===== src/rtl/instruction_prefetch_queue.sv =====
// Instruction prefetch queue: issues sequential word fetches one at a time and buffers
// returned instructions in a DEPTH-entry circular queue; flush redirects the fetch pointer.
module instruction_prefetch_queue #(
  parameter int unsigned DEPTH      = 4,
  parameter logic [31:0] RESET_ADDR = 32'h0
) (
  input  logic                     i_clk,
  input  logic                     i_rst_n,
  output logic                     o_mem_req,
  output logic [31:0]              o_mem_addr,
  input  logic [31:0]              i_mem_rdata,
  input  logic                     i_mem_rvalid,
  output logic [31:0]              o_instr,
  output logic [31:0]              o_instr_addr,
  output logic                     o_instr_valid,
  input  logic                     i_instr_ready,
  input  logic                     i_flush,
  input  logic [31:0]              i_flush_addr,
  output logic [$clog2(DEPTH):0]   o_count
);

  localparam int unsigned PTR_W = $clog2(DEPTH);
  localparam int unsigned CNT_W = PTR_W + 1;

  typedef enum logic [1:0] {IDLE, WAIT, DROP} state_t;

  state_t             r_state;
  state_t             w_state_next;
  logic [31:0]        r_fpc;
  logic [31:0]        r_req_addr;
  logic [PTR_W-1:0]   r_rd_ptr;
  logic [PTR_W-1:0]   r_wr_ptr;
  logic [CNT_W-1:0]   r_count;
  logic [31:0]        r_data_q [DEPTH];
  logic [31:0]        r_addr_q [DEPTH];

  logic w_full;
  logic w_issue;
  logic w_push;
  logic w_pop;

  assign w_full = (r_count == CNT_W'(DEPTH));
  // Reset gating keeps the request low while the block is held in reset.
  assign w_issue = i_rst_n && (r_state == IDLE) && !i_flush && !w_full;
  assign w_push  = (r_state == WAIT) && i_mem_rvalid && !i_flush;
  assign w_pop   = o_instr_valid && i_instr_ready && !i_flush;

  always_comb begin
    w_state_next = r_state;
    case (r_state)
      IDLE: begin
        if (w_issue) w_state_next = WAIT;
      end
      WAIT: begin
        if (i_mem_rvalid)  w_state_next = IDLE;
        else if (i_flush)  w_state_next = DROP;
      end
      DROP: begin
        if (i_mem_rvalid) w_state_next = IDLE;
      end
      default: w_state_next = IDLE;
    endcase
  end

  always_ff @(posedge i_clk or negedge i_rst_n) begin
    if (!i_rst_n) begin
      r_state    <= IDLE;
      r_fpc      <= RESET_ADDR;
      r_req_addr <= RESET_ADDR;
      r_rd_ptr   <= '0;
      r_wr_ptr   <= '0;
      r_count    <= '0;
    end else begin
      r_state <= w_state_next;
      if (i_flush) begin
        r_fpc    <= i_flush_addr;
        r_rd_ptr <= '0;
        r_wr_ptr <= '0;
        r_count  <= '0;
      end else begin
        if (w_issue) begin
          r_fpc      <= r_fpc + 32'd1;
          r_req_addr <= r_fpc;
        end
        if (w_push) r_wr_ptr <= r_wr_ptr + 1'b1;
        if (w_pop)  r_rd_ptr <= r_rd_ptr + 1'b1;
        case ({w_push, w_pop})
          2'b10:   r_count <= r_count + 1'b1;
          2'b01:   r_count <= r_count - 1'b1;
          default: r_count <= r_count;
        endcase
      end
    end
  end

  // Storage is reset so the head outputs read as zero out of reset.
  always_ff @(posedge i_clk or negedge i_rst_n) begin
    if (!i_rst_n) begin
      for (int i = 0; i < DEPTH; i++) begin
        r_data_q[i] <= '0;
        r_addr_q[i] <= '0;
      end
    end else if (w_push) begin
      r_data_q[r_wr_ptr] <= i_mem_rdata;
      r_addr_q[r_wr_ptr] <= r_req_addr;
    end
  end

  assign o_mem_req     = w_issue;
  assign o_mem_addr    = r_fpc;
  assign o_instr       = r_data_q[r_rd_ptr];
  assign o_instr_addr  = r_addr_q[r_rd_ptr];
  assign o_instr_valid = (r_count != '0);
  assign o_count       = r_count;

endmodule


===== config.mk =====
export PLATFORM = sky130hd
export DESIGN_NAME = instruction_prefetch_queue
export DESIGN_NICKNAME = d
export VERILOG_FILES = /design/src/rtl/instruction_prefetch_queue.sv
export SDC_FILE = /design/constraint.sdc
export NUM_CORES = 1
export LEC_CHECK = 0
export ABC_AREA = 1
export CORE_MARGIN = 3
export CORE_UTILIZATION = 50
export DETAILED_ROUTE_END_ITERATION = 7
export GPL_ROUTABILITY_DRIVEN = 1
export PLACE_DENSITY = 0.8
export SETUP_SLACK_MARGIN = 0.15
export SLEW_MARGIN = 25
export SYNTH_ARGS = -nofsm -noshare
export SYNTH_HDL_FRONTEND = slang
export SYNTH_SLANG_ARGS = --single-unit

===== constraint.sdc =====
create_clock -name i_clk -period 1.9 [get_ports i_clk]
set_input_delay 0.38 -clock i_clk [delete_from_list [all_inputs] [get_ports i_clk]]
set_output_delay 0.38 -clock i_clk [all_outputs]
set_load 0.02 [all_outputs]

# --- Yosys cells after proc, flatten, opt, wreduce, memory -nomap -nowiden ---
# Cells that the tools add are included.
totals:
  output_inout_bits: 101
  ff_bits: 329
  in_bits: 69
op_classes:
  eq_ne: 8
  reduce_logical: 18
  n_bitwise: 3
  order_cmp: 3
  add_sub_neg: 5
  n_mux: 23
ops:
  columns: ["cell", "n"]
  rows:
  - ["$bwmux W128", 2]
  - ["$mux W32", 7]
  - ["$bmux W32 S2", 2]
  - ["$demux W32 S2", 1]
  - ["$add A32 B1 Y32 const B", 1]
  - ["$mux W2", 8]
  - ["$logic_and A1 B1 Y1", 8]
  - ["$ge A3 B3 Y1 const B", 2]
  - ["$not A2 Y3", 2]
  - ["$pmux W2 S3", 1]
  - ["$pmux W3 S2", 1]
  - ["$reduce_bool A2 Y1", 3]
  - ["$reduce_bool A3 Y1", 2]
  - ["$add A2 B1 Y2 const B", 2]
  - ["$eq A2 B1 Y1 const B", 2]
  - ["$eq A2 B2 Y1 const B", 2]
  - ["$ne A2 B2 Y1 const B", 2]
  - ["$add A3 B1 Y3 const B", 1]
  - ["$eq A3 B3 Y1 const B", 1]
  - ["$lt A3 B1 Y1 const B", 1]
  - ["$mux W3", 1]
  - ["$ne A3 B3 Y1 const B", 1]
  - ["$reduce_and A3 Y1", 1]
  - ["$sub A3 B1 Y3 const B", 1]
  - ["other kinds (4)", 5]

# --- Logic depth before layout (Yosys ltp) ---
# Gate-level depths: netlist (run 1).
logic_depth:
  word_depth: 6
  mapped_depth: 10
  mapped_depth_nobuf: 10

# --- Worst setup path after synthesis (run 1) ---
# Ideal clock, no wire load.
synth_timing:
  kind: "register to register"
  from: "reg r_count[0], in the netlist o_count[0]"
  to: "reg r_count[2], in the netlist o_count[2]"
  path_slack_ns: -0.088
  period_less_slack_ns: 1.988
  path_stages_with_launch: 9
  setup_time_ns: 0.132
  n_path_buf: 0
  arrival_time_ns: 1.856
  path_cell_list: "dfrtp_1 inv_1 nand3_1 nand2_1 nor2_1 fa_1 xnor2_1 xor2_1 o22ai_1"
synth_via:
  elab_chain_cells: 6
synth_rtl:
  columns: ["element", "line", "rtl"]
  rows:
  - ["start, declared", "33", "logic [CNT_W-1:0] r_count;"]
  - ["start signal, assigned", "88", "2'b10: r_count <= r_count + 1'b1;"]
  - ["start signal, assigned", "89", "2'b01: r_count <= r_count - 1'b1;"]
  - ["start signal, assigned", "90", "default: r_count <= r_count;"]
  - ["$reduce_bool A3 Y1 (*)", "113", "assign o_instr_valid = (r_count != '0);"]
  - ["net o_instr_valid", "15", "output logic o_instr_valid,"]
  - ["$logic_and A1 B1 Y1 (*) (2 in series)", "46", "assign w_pop = o_instr_valid && i_instr_ready && !i_flush;"]
  - ["$eq A2 B1 Y1 or $eq A2 B2 Y1 (tied branches)", "87", "case ({w_push, w_pop})"]
  - ["$pmux W3 S2", "87", null]
  - ["$mux W3", "75", "if (i_flush) begin"]
# The timed path passes the listed nets; every way through them passes the cells marked *.
# A chain may end at the register's enable or synchronous reset.

# --- Worst setup path in the final report (run 1) ---
layout_timing:
  from: "reg r_rd_ptr[0]"
  to: "out o_instr_addr[26]"
layout_via:
  elab_chain_cells: 4
layout_rtl:
  columns: ["element", "line", "rtl"]
  rows:
  - ["start, declared", "31", "logic [PTR_W-1:0] r_rd_ptr;"]
  - ["start signal, assigned", "86", "if (w_pop) r_rd_ptr <= r_rd_ptr + 1'b1;"]
  - ["$not A2 Y3 (implied by the code)", "112", "assign o_instr_addr = r_addr_q[r_rd_ptr];"]
  - ["$bmux W32 S2", "112", null]
  - ["$mux W32 (implied by the code) (2 in series)", "112", null]
  - ["end, declared", "14", "output logic [31:0] o_instr_addr,"]
# Every way passes these cells. The select of a mux whose other input is x is not followed.

==> summary.txt, run 1 <==
Layout
  • Area added between synthesis and finish: 32.92%
  • Core Util, Final: ~68%
  • Final net count: between 2000 and 2500
  • FF+latch area: around 0.0082 mm2
  • Layout cells sized above 1: between 30% and 40%
  • # diodes: 0
  • Fillers: approximately 2200
  • Area of the multi-input gates: 0.007532 mm2
  • Design area: around 0.021 mm2

Yosys
  • Top cells by area, synth: dfrtp_1 (52%), o21ai_2 (13%), nand2_1 (9.0%)
  • Gate count of the mapped netlist: around 1700
  • Top cell type's share of synthesized area: about half
  • Most used DFF post-synth: dfrtp_1
  • Commonest cells in the netlist: nand2_1 (383), dfrtp_1 (329), o21ai_2 (240), nor2_1 (180), o21ai_0 (148)
  • Mapped Avg Cell Area: about 9.2 um2
  • Ys Warns: 0
  • Sequential area share after synthesis: 51.61%
  • Mapped Area: 0.01595 mm2
  • Number of synthesized flops with an enable pin: 0
  • Syn nets: about 1800
  • Ys async rst share: 100.0%
  • Synth unique cells: 35
  • Synth area leader: dfrtp_1
  • Synthesized flop and latch total: 329
  • Count leader, synth: nand2_1

STA
  • Worst-margin pin slew: ~0.71 ns
  • Setup WS post-layout: -0.4213 ns
  • Final Setup Violations: between 60 and 70
  • Final Hold Violating Endpoints: 0
  • Max Clock Skew: 0.01774 ns
  • Max_slew headroom: between 50 and 60%
  • Fin crit share: 122.2%
  • Unrepaired setup endpoints after global routing: true
  • Max Freq: roughly 430 MHz
  • Final Critical Period: between 2 and 2.5 ns
  • Fin. max-slew vios: 0

Clock network
  • Clock root buffer: clkbuf_16
  • CTS sink cnt: 329
  • Clock latency on the worst-skew pair: ~0.52 ns
  • Htree depth: 2
  • CTS max path bufs: 3
  • CTS tree: yes
  • Inserted Clock Buffers: 37
  • Register clock-pin slew on the reported worst setup and hold paths: around 0.060 ns

Placed design
  • Routability congestion estimate: ~0.88
  • I/O Buffers: 169
  • Cell Area, Placed: 0.01859 mm2
  • Detail Placement HPWL: 26.25 mm

GRT
  • GRT Overall Usage: between 20 and 25%
  • Largest net degree at the start of global routing: 123
  • Remaining Overflow, GRT: 0
  • Vias in the first global route: 13240
  • First-pass GRT wire length: 68.85 mm
  • Initial antenna violation count: 1

Drt
  • Residual DRC count: 0
  • DR pass1 iterations: 7
  • Iter 0 DRT Violations: between 1000 and 1500
  • WL/cell: 19.29 um
  • Met2 routed WL: roughly 22 mm
  • DRT antenna net count: 0
  • Via-to-Cell Ratio: approximately 5.8
  • WL met1: about 19 mm
  • Top Metal Used: met4
  • Met3 wire length: around 3.3 mm
  • Post-Route WL: between 40 and 50 mm
  • Routed via count: ~14000

Setup path
  • CP endpoint kind: output port
  • Worst path max stage delay: around 0.52 ns
  • WP data required: ~1.5 ns
  • Critical path arrival: about 1.9 ns
  • Critical path buffer and inverter count: 3
  • Critical-path cell list: clkinv_8 -> bufbuf_16 -> o21ai_0 -> o22ai_2 -> buf_6
  • Setup CP Type: flop to output port
  • Largest fanout on the critical path: 9
  • Startpoint types: flop
  • Slowest cell on crit path: dfrtp_4
  • Crit-path leading delay family: buffers and inverters

Run status
  • Failing checks: setup timing
  • Status: complete, but fails checks

Power and ir drop
  • Cell internal pwr: about 19 mW
  • Pleak: slightly below 10 nW
  • Comb pwr share: about two fifths
  • Power per cell area: 1419 mW/mm2
  • NetSw: roughly 11 mW
  • Flop pwr share: 32.8%
  • Clock group share of total power: roughly a quarter
  • Pwr Total: approximately 30 mW
  • Sw Share: around 38%
  • Maximum VDD drop: around 0.72 mV

Hold path
  • Hold Path Class: primary input to flop

Floorplan
  • Initial Util: about half
  • Rows: 64
  • Die W: roughly 180 um
  • Die height: 184.6 um
  • I/O pins: 170
  • Die area: roughly 0.034 mm2
  • Total core area: around 0.031 mm2

Run
  • Maxcap violations: 0
[cell type report]
type	instances	area share, %
clock buffer	52	5.305
clock inverter	16	1.015
inverter	104	1.959
multi-input combinational	1188	35.52
sequential	329	38.87
tap	396	2.337
timing repair buffer	280	14.96
timing repair inverter	1	0.02951
[registers in the layout, summed over array words and instances (netlist names)]
register	count
r_data_q	128
r_rd_ptr	2
r_wr_ptr	2
r_req_addr	32
o_mem_addr	32
o_count	3
r_state	2
r_addr_q	128
[per-stage QoR]
| stage | hold slack, ns | setup WS [ns] | TNS (ns) | instances |
|---|---|---|---|---|
| after floorplan | 0.08441 | 0.1103 | 0 | 1734 |
| after global placement | 0.4387 | -0.3693 | -51.88 | 2261 |
| after detailed placement | 0.4361 | -0.3274 | -56.97 | 2261 |
| after CTS | 0.4091 | -0.4525 | -24.03 | 2346 |
| after global routing | 0.4657 | -0.4656 | -25.87 | 2366 |
| final | 0.4257 | -0.4213 | -22.80 | 2366 |
[metal layers]
metal / GRT usage [%] / up-vias
met3: 4.085 / 104
met5: 0 / -
li1: - / 6257
met2: 40.20 / 614
met4: 7.623 / 0
met1: 34.54 / 6679
[what timing repair did]
action / in CTS / in global routing
pin swaps: 19 / 38
resized for setup: 478 / 237
setup endpoints to repair: 110 / 162
hold buffers: 1 / 0
setup buffers: 8 / 6
endpoints found under the hold margin: 20 / 0
gates cloned: 8 / 14
[power by group through the flow]
stage	clock network [mW]	logic (mW)	registers, mW
2_1_floorplan	0	6.59	9.56
3_3_place_gp	0	10.8	9.56
3_5_place_dp	0	11.1	9.63
4_1_cts	7.84	11.7	9.59
5_1_grt	8.15	13.4	10.0
6_report	7.76	12.5	9.86
[cells by family after synthesis]
family | after synthesis | synth area share (%)
buffers and inverters | 218 | 7.867
adder cells (fa/ha/maj) | 6 | 0.5177
XOR/XNOR | 7 | 0.3844
AO/OA/AOI/OAI | 522 | 22.79
AND/OR/NAND/NOR | 652 | 16.82
flip-flops | 329 | 51.61
[final timing paths]
check / cells past startpoint / startpoint / endpoint / slack (ns)
worst max register to register: 10 / r_state[1]$_DFFE_PN0P_ / r_data_q[66]$_DFFE_PN0P_ / 0.03
worst min register to register: 2 / r_addr_q[29]$_DFFE_PN0P_ / r_addr_q[29]$_DFFE_PN0P_ / 0.48
worst min-delay path: 3 / i_flush_addr[11] / o_mem_addr[11]$_DFFE_PN0P_ / 0.43
min in group asynchronous: 3 / i_rst_n / r_data_q[119]$_DFFE_PN0P_ / 0.52
max in group asynchronous: 4 / i_rst_n / r_addr_q[54]$_DFFE_PN0P_ / 0.38
worst max-delay path: 5 / r_rd_ptr[0]$_DFFE_PN0P_ / o_instr_addr[26] / -0.42
[worst min-delay path, cell delays in order]
cell and delay, ns:
clkdlybuf4s50_1 0.39, nand2_1 0.07, nand3_1 0.06
[placed cells by master, fill, tap and decap left out, types with 49 or more instances in the layout]
cell and instances:
o21ai_1 85, clkdlybuf4s50_1 67, nand2_1 343, nor2_1 120, inv_1 91, o22ai_2 57
buf_4 75, o21ai_0 51, clkbuf_16 49, nor2_2 56, o21ai_2 277, dfrtp_1 324
Power figures use the tool's default switching activity.
==> inputs of run 2 (changes only) <==
--- a/config.mk
+++ b/config.mk
@@ -6,6 +6,7 @@
 export NUM_CORES = 1
 export LEC_CHECK = 0
 export ABC_AREA = 1
+export CAP_MARGIN = 20
 export CORE_MARGIN = 3
 export CORE_UTILIZATION = 50
 export DETAILED_ROUTE_END_ITERATION = 7
@@ -16,3 +17,4 @@
 export SYNTH_ARGS = -nofsm -noshare
 export SYNTH_HDL_FRONTEND = slang
 export SYNTH_SLANG_ARGS = --single-unit
+export TNS_END_PERCENT = 50
==> constraint.sdc (replaced) <==
create_clock -name i_clk -period 2.94 [get_ports i_clk]
set_input_delay 0.588 -clock i_clk [delete_from_list [all_inputs] [get_ports i_clk]]
set_output_delay 0.588 -clock i_clk [all_outputs]
set_load 0.02 [all_outputs]
==> run 2 against run 1 <==
Net effect:
- register-to-register slack gained 0.81 ns
- worst hold slack lost 0.37 ns
- die area is the same
- wire length shrank 15%
- sequential cell count is the same
- the flow now finishes without violations
- clock skew shrank 0.00075 ns
- power shrank 45%
- critical path depth is the same
- count of clock-buffer cells in the layout shrank 1
==> summary.txt, run 2 (synthesis results as in run 1) <==
Run status
  • Status: finished, final reports clean (was complete, but fails checks)

Setup path
  • Capturing point of the worst reg2reg path: o_mem_addr[24]$_DFFE_PN0P_ (was r_data_q[66]$_DFFE_PN0P_)
  • Startpoint types: flop (unchanged)
  • Slowest cell on crit path: dfrtp_4 (unchanged)
  • Worst r2r src: o_count[0]$_DFFE_PN0P_ (was r_state[1]$_DFFE_PN0P_)
  • Worst path max stage delay: 0.52 ns (about the same)
  • Largest fanout on the critical path: 37 (was 9)
  • Critical-path cell list: inv_4 -> bufbuf_16 -> nor2_1 -> o22ai_1 -> dlygate4sd2_1 (was clkinv_8 -> bufbuf_16 -> o21ai_0 -> o22ai_2 -> buf_6)
  • WP data required: 2.35 ns (was 1.52 ns)
  • CP endpoint kind: output port (unchanged)
  • Worst Reg2Reg Path Length in Cells: 7 (was 10)
  • Crit-path leading delay family: buffers and inverters (unchanged)
  • Critical path buffer and inverter count: 3 (unchanged)
  • Setup CP Type: flop to output port (unchanged)
  • Critical path arrival: 2.14 ns (was 1.94 ns)
  • R2R setup slack: 0.84 ns (was 0.03 ns)

Floorplan
  • Die height: 184.6 um (unchanged)
  • Rows: 64 (unchanged)
  • I/O pins: 170 (unchanged)
  • Initial Util: 51.47% (unchanged)
  • Die area: 0.03408 mm2 (unchanged)
  • Die W: 184.6 um (unchanged)
  • Total core area: 0.03099 mm2 (unchanged)

Drt
  • Routed via count: 12750 (was 13650)
  • WL/cell: 17.02 um (was 19.29 um)
  • Residual DRC count: 0 (unchanged)
  • Iter 0 DRT Violations: 1075 (was 1010)
  • Post-Route WL: 38.97 mm (was 45.65 mm)
  • DRT antenna net count: 0 (unchanged)
  • Via-to-Cell Ratio: 5.568 (was 5.771)
  • DR pass1 iterations: 5 (was 7)

Placed design
  • I/O Buffers: 169 (unchanged)
  • Detail Placement HPWL: 24.86 mm (was 26.25 mm)
  • Post-place setup slack: 0.3861 ns (was -0.3274 ns)
  • Routability congestion estimate: 0.8852 (was 0.8781)
  • Cell Area, Placed: 0.01786 mm2 (was 0.01859 mm2)
  • Inst Count DP: 2226 (was 2261)

Layout
  • Area of the multi-input gates: 0.006499 mm2 (was 0.007532 mm2)
  • # diodes: 0 (unchanged)
  • Commonest non-fill, non-tap cells in the layout: nand2_1 (383), dfrtp_1 (327), o21ai_2 (240) (was nand2_1 (343), dfrtp_1 (324), o21ai_2 (277))
  • Area added between synthesis and finish: 19.04% (was 32.92%)
  • Fillers: 2524 (was 2184)
  • Design area: 0.01899 mm2 (was 0.02120 mm2)
  • Largest regs: r_addr_q x128, r_data_q x128 (unchanged)
  • Commonest non-fill, non-tap cell in the layout: nand2_1 (unchanged)
  • Final std cells w/o fill: 2290 (was 2366)
  • FF+latch area: 0.008238 mm2 (was 0.008242 mm2)
  • Layout cells sized above 1: 20.22% (was 37.61%)
  • Final net count: 1944 (was 2016)

STA
  • Final Critical Period: about 2.7 ns
  • Fin. max-slew vios: 0 (unchanged)
  • Final Setup Violations: 0 (was 64)
  • Setup WS post-layout: 0.2136 ns (was -0.4213 ns)
  • Final hold slack: 0.05824 ns (was 0.4257 ns)
  • Setup TNS: 0 ns (was -22.80 ns)
  • Worst-margin pin slew: 0.8516 ns (was 0.7128 ns)
  • Fin crit share: between 90 and 100%
  • Final Hold Violating Endpoints: 0 (unchanged)
  • Max_slew headroom: 43.23% (was 52.48%)
  • Unrepaired setup endpoints after global routing: true (unchanged)
  • Max Freq: around 370 MHz
  • Max Clock Skew: 0.01699 ns (was 0.01774 ns)

Clock network
  • Post-CTS setup buffer count: 0 (was 8)
  • CTS tree: yes (unchanged)
  • Clock root buffer: clkbuf_16 (unchanged)
  • Register clock-pin slew on the reported worst setup and hold paths: 0.06 ns (about the same)
  • Clock latency on the worst-skew pair: 0.52 ns (about the same)
  • CTS sink cnt: 329 (unchanged)
  • Cts-stage hold buffer count: 0 (was 1)
  • CTS max path bufs: 3 (unchanged)
  • Htree depth: 2 (unchanged)
  • Inserted Clock Buffers: 36 (was 37)

GRT
  • Remaining Overflow, GRT: 0 (unchanged)
  • Largest net degree at the start of global routing: 128 (was 123)
  • First-pass GRT wire length: 64.17 mm (was 68.85 mm)
  • GRT Overall Usage: 23.01% (was 24.80%)
  • Vias in the first global route: 12460 (was 13240)
  • Initial antenna violation count: 1 (unchanged)

Power and ir drop
  • Pleak: 8.945 nW (was 9.834 nW)
  • Maximum VDD drop: 0.4623 mV (was 0.7158 mV)
  • Power per cell area: 876.7 mW/mm2 (was 1419 mW/mm2)

Run
  • Maxcap violations: 0 (unchanged)

Hold path
  • Hold Path Class: primary input to asynchronous set/reset pin (was primary input to flop)
[run 2: cell types whose count changed in the layout (fill, tap and decap cells not counted), moves of 40 or more]
cell	previous run	this run
buf_6	45	3
o22ai_1	5	65
o21ai_0	51	148
nor2_1	120	180
nand2_1	343	383
o22ai_2	57	0
nor2_2	56	7
buf_4	75	20
o21ai_1	85	27
[run 2: how the worst max path moves through the flow]
stage / from / end / cells past startpoint / slack [ns]
final: r_rd_ptr[0]$_DFFE_PN0P_ / o_instr[16] / 5 / 0.21
after global routing: r_rd_ptr[0]$_DFFE_PN0P_ / o_instr_addr[4] / 5 / 0.13
after CTS: r_rd_ptr[0]$_DFFE_PN0P_ / o_instr_addr[30] / 5 / -0.0007
after detailed placement: i_flush / o_mem_req / 5 / 0.39
after global placement: i_flush / o_mem_req / 5 / 0.35
after floorplan: r_rd_ptr[0]$_DFFE_PN0P_ / o_instr[22] / 6 / 0.92
[run 2: timing repair]
item,CTS,global route
gates resized for setup,68,23
setup endpoints to repair,63,26
cloned,1,0
[run 2: layer usage]
metal,vias up,GRT usage [%],routed length (um)
li1,6095,-,-
met1,6153,32.22,17040
met2,452,36.89,18480
met3,49,4.875,2895
met4,2,5.852,541
met5,-,0,13
[run 2: cell type report]
cell class / instances / share of cell area, %
repair buffers: 211 / 11.58
inverters: 104 / 2.069
well taps: 396 / 2.609
clock inverters: 12 / 0.6194
clock buffers: 51 / 5.522
flip-flops and latches: 329 / 43.38
multi-input cells: 1187 / 34.22
[run 2: through the flow]
| stage | utilization [%] | power (mW) |
|---|---|---|
| 2_1_floorplan | - | 9.992 |
| 3_3_place_gp | 57.65 | 12.49 |
| 3_5_place_dp | 57.65 | 12.67 |
| 4_1_cts | 61.36 | 16.79 |
| 5_1_grt | 61.28 | 17.64 |
| 6_report | 61.28 | 16.65 |
[run 2: report_power, final]
group	internal [mW]	leakage, nW	switching (mW)
registers	5.55	4.33	0.630
clock network	2.66	0.583	1.78
logic	2.18	4.03	3.84
==> inputs of run 3 (changes only) <==
--- a/config.mk
+++ b/config.mk
@@ -10,7 +10,7 @@
 export CORE_MARGIN = 3
 export CORE_UTILIZATION = 50
 export DETAILED_ROUTE_END_ITERATION = 7
-export GPL_ROUTABILITY_DRIVEN = 1
+export GPL_ROUTABILITY_DRIVEN = 0
 export PLACE_DENSITY = 0.8
 export SETUP_SLACK_MARGIN = 0.15
 export SLEW_MARGIN = 25
==> results of run 3 <==
No change in the layout: final DEF, timing and power equal those of run 2.
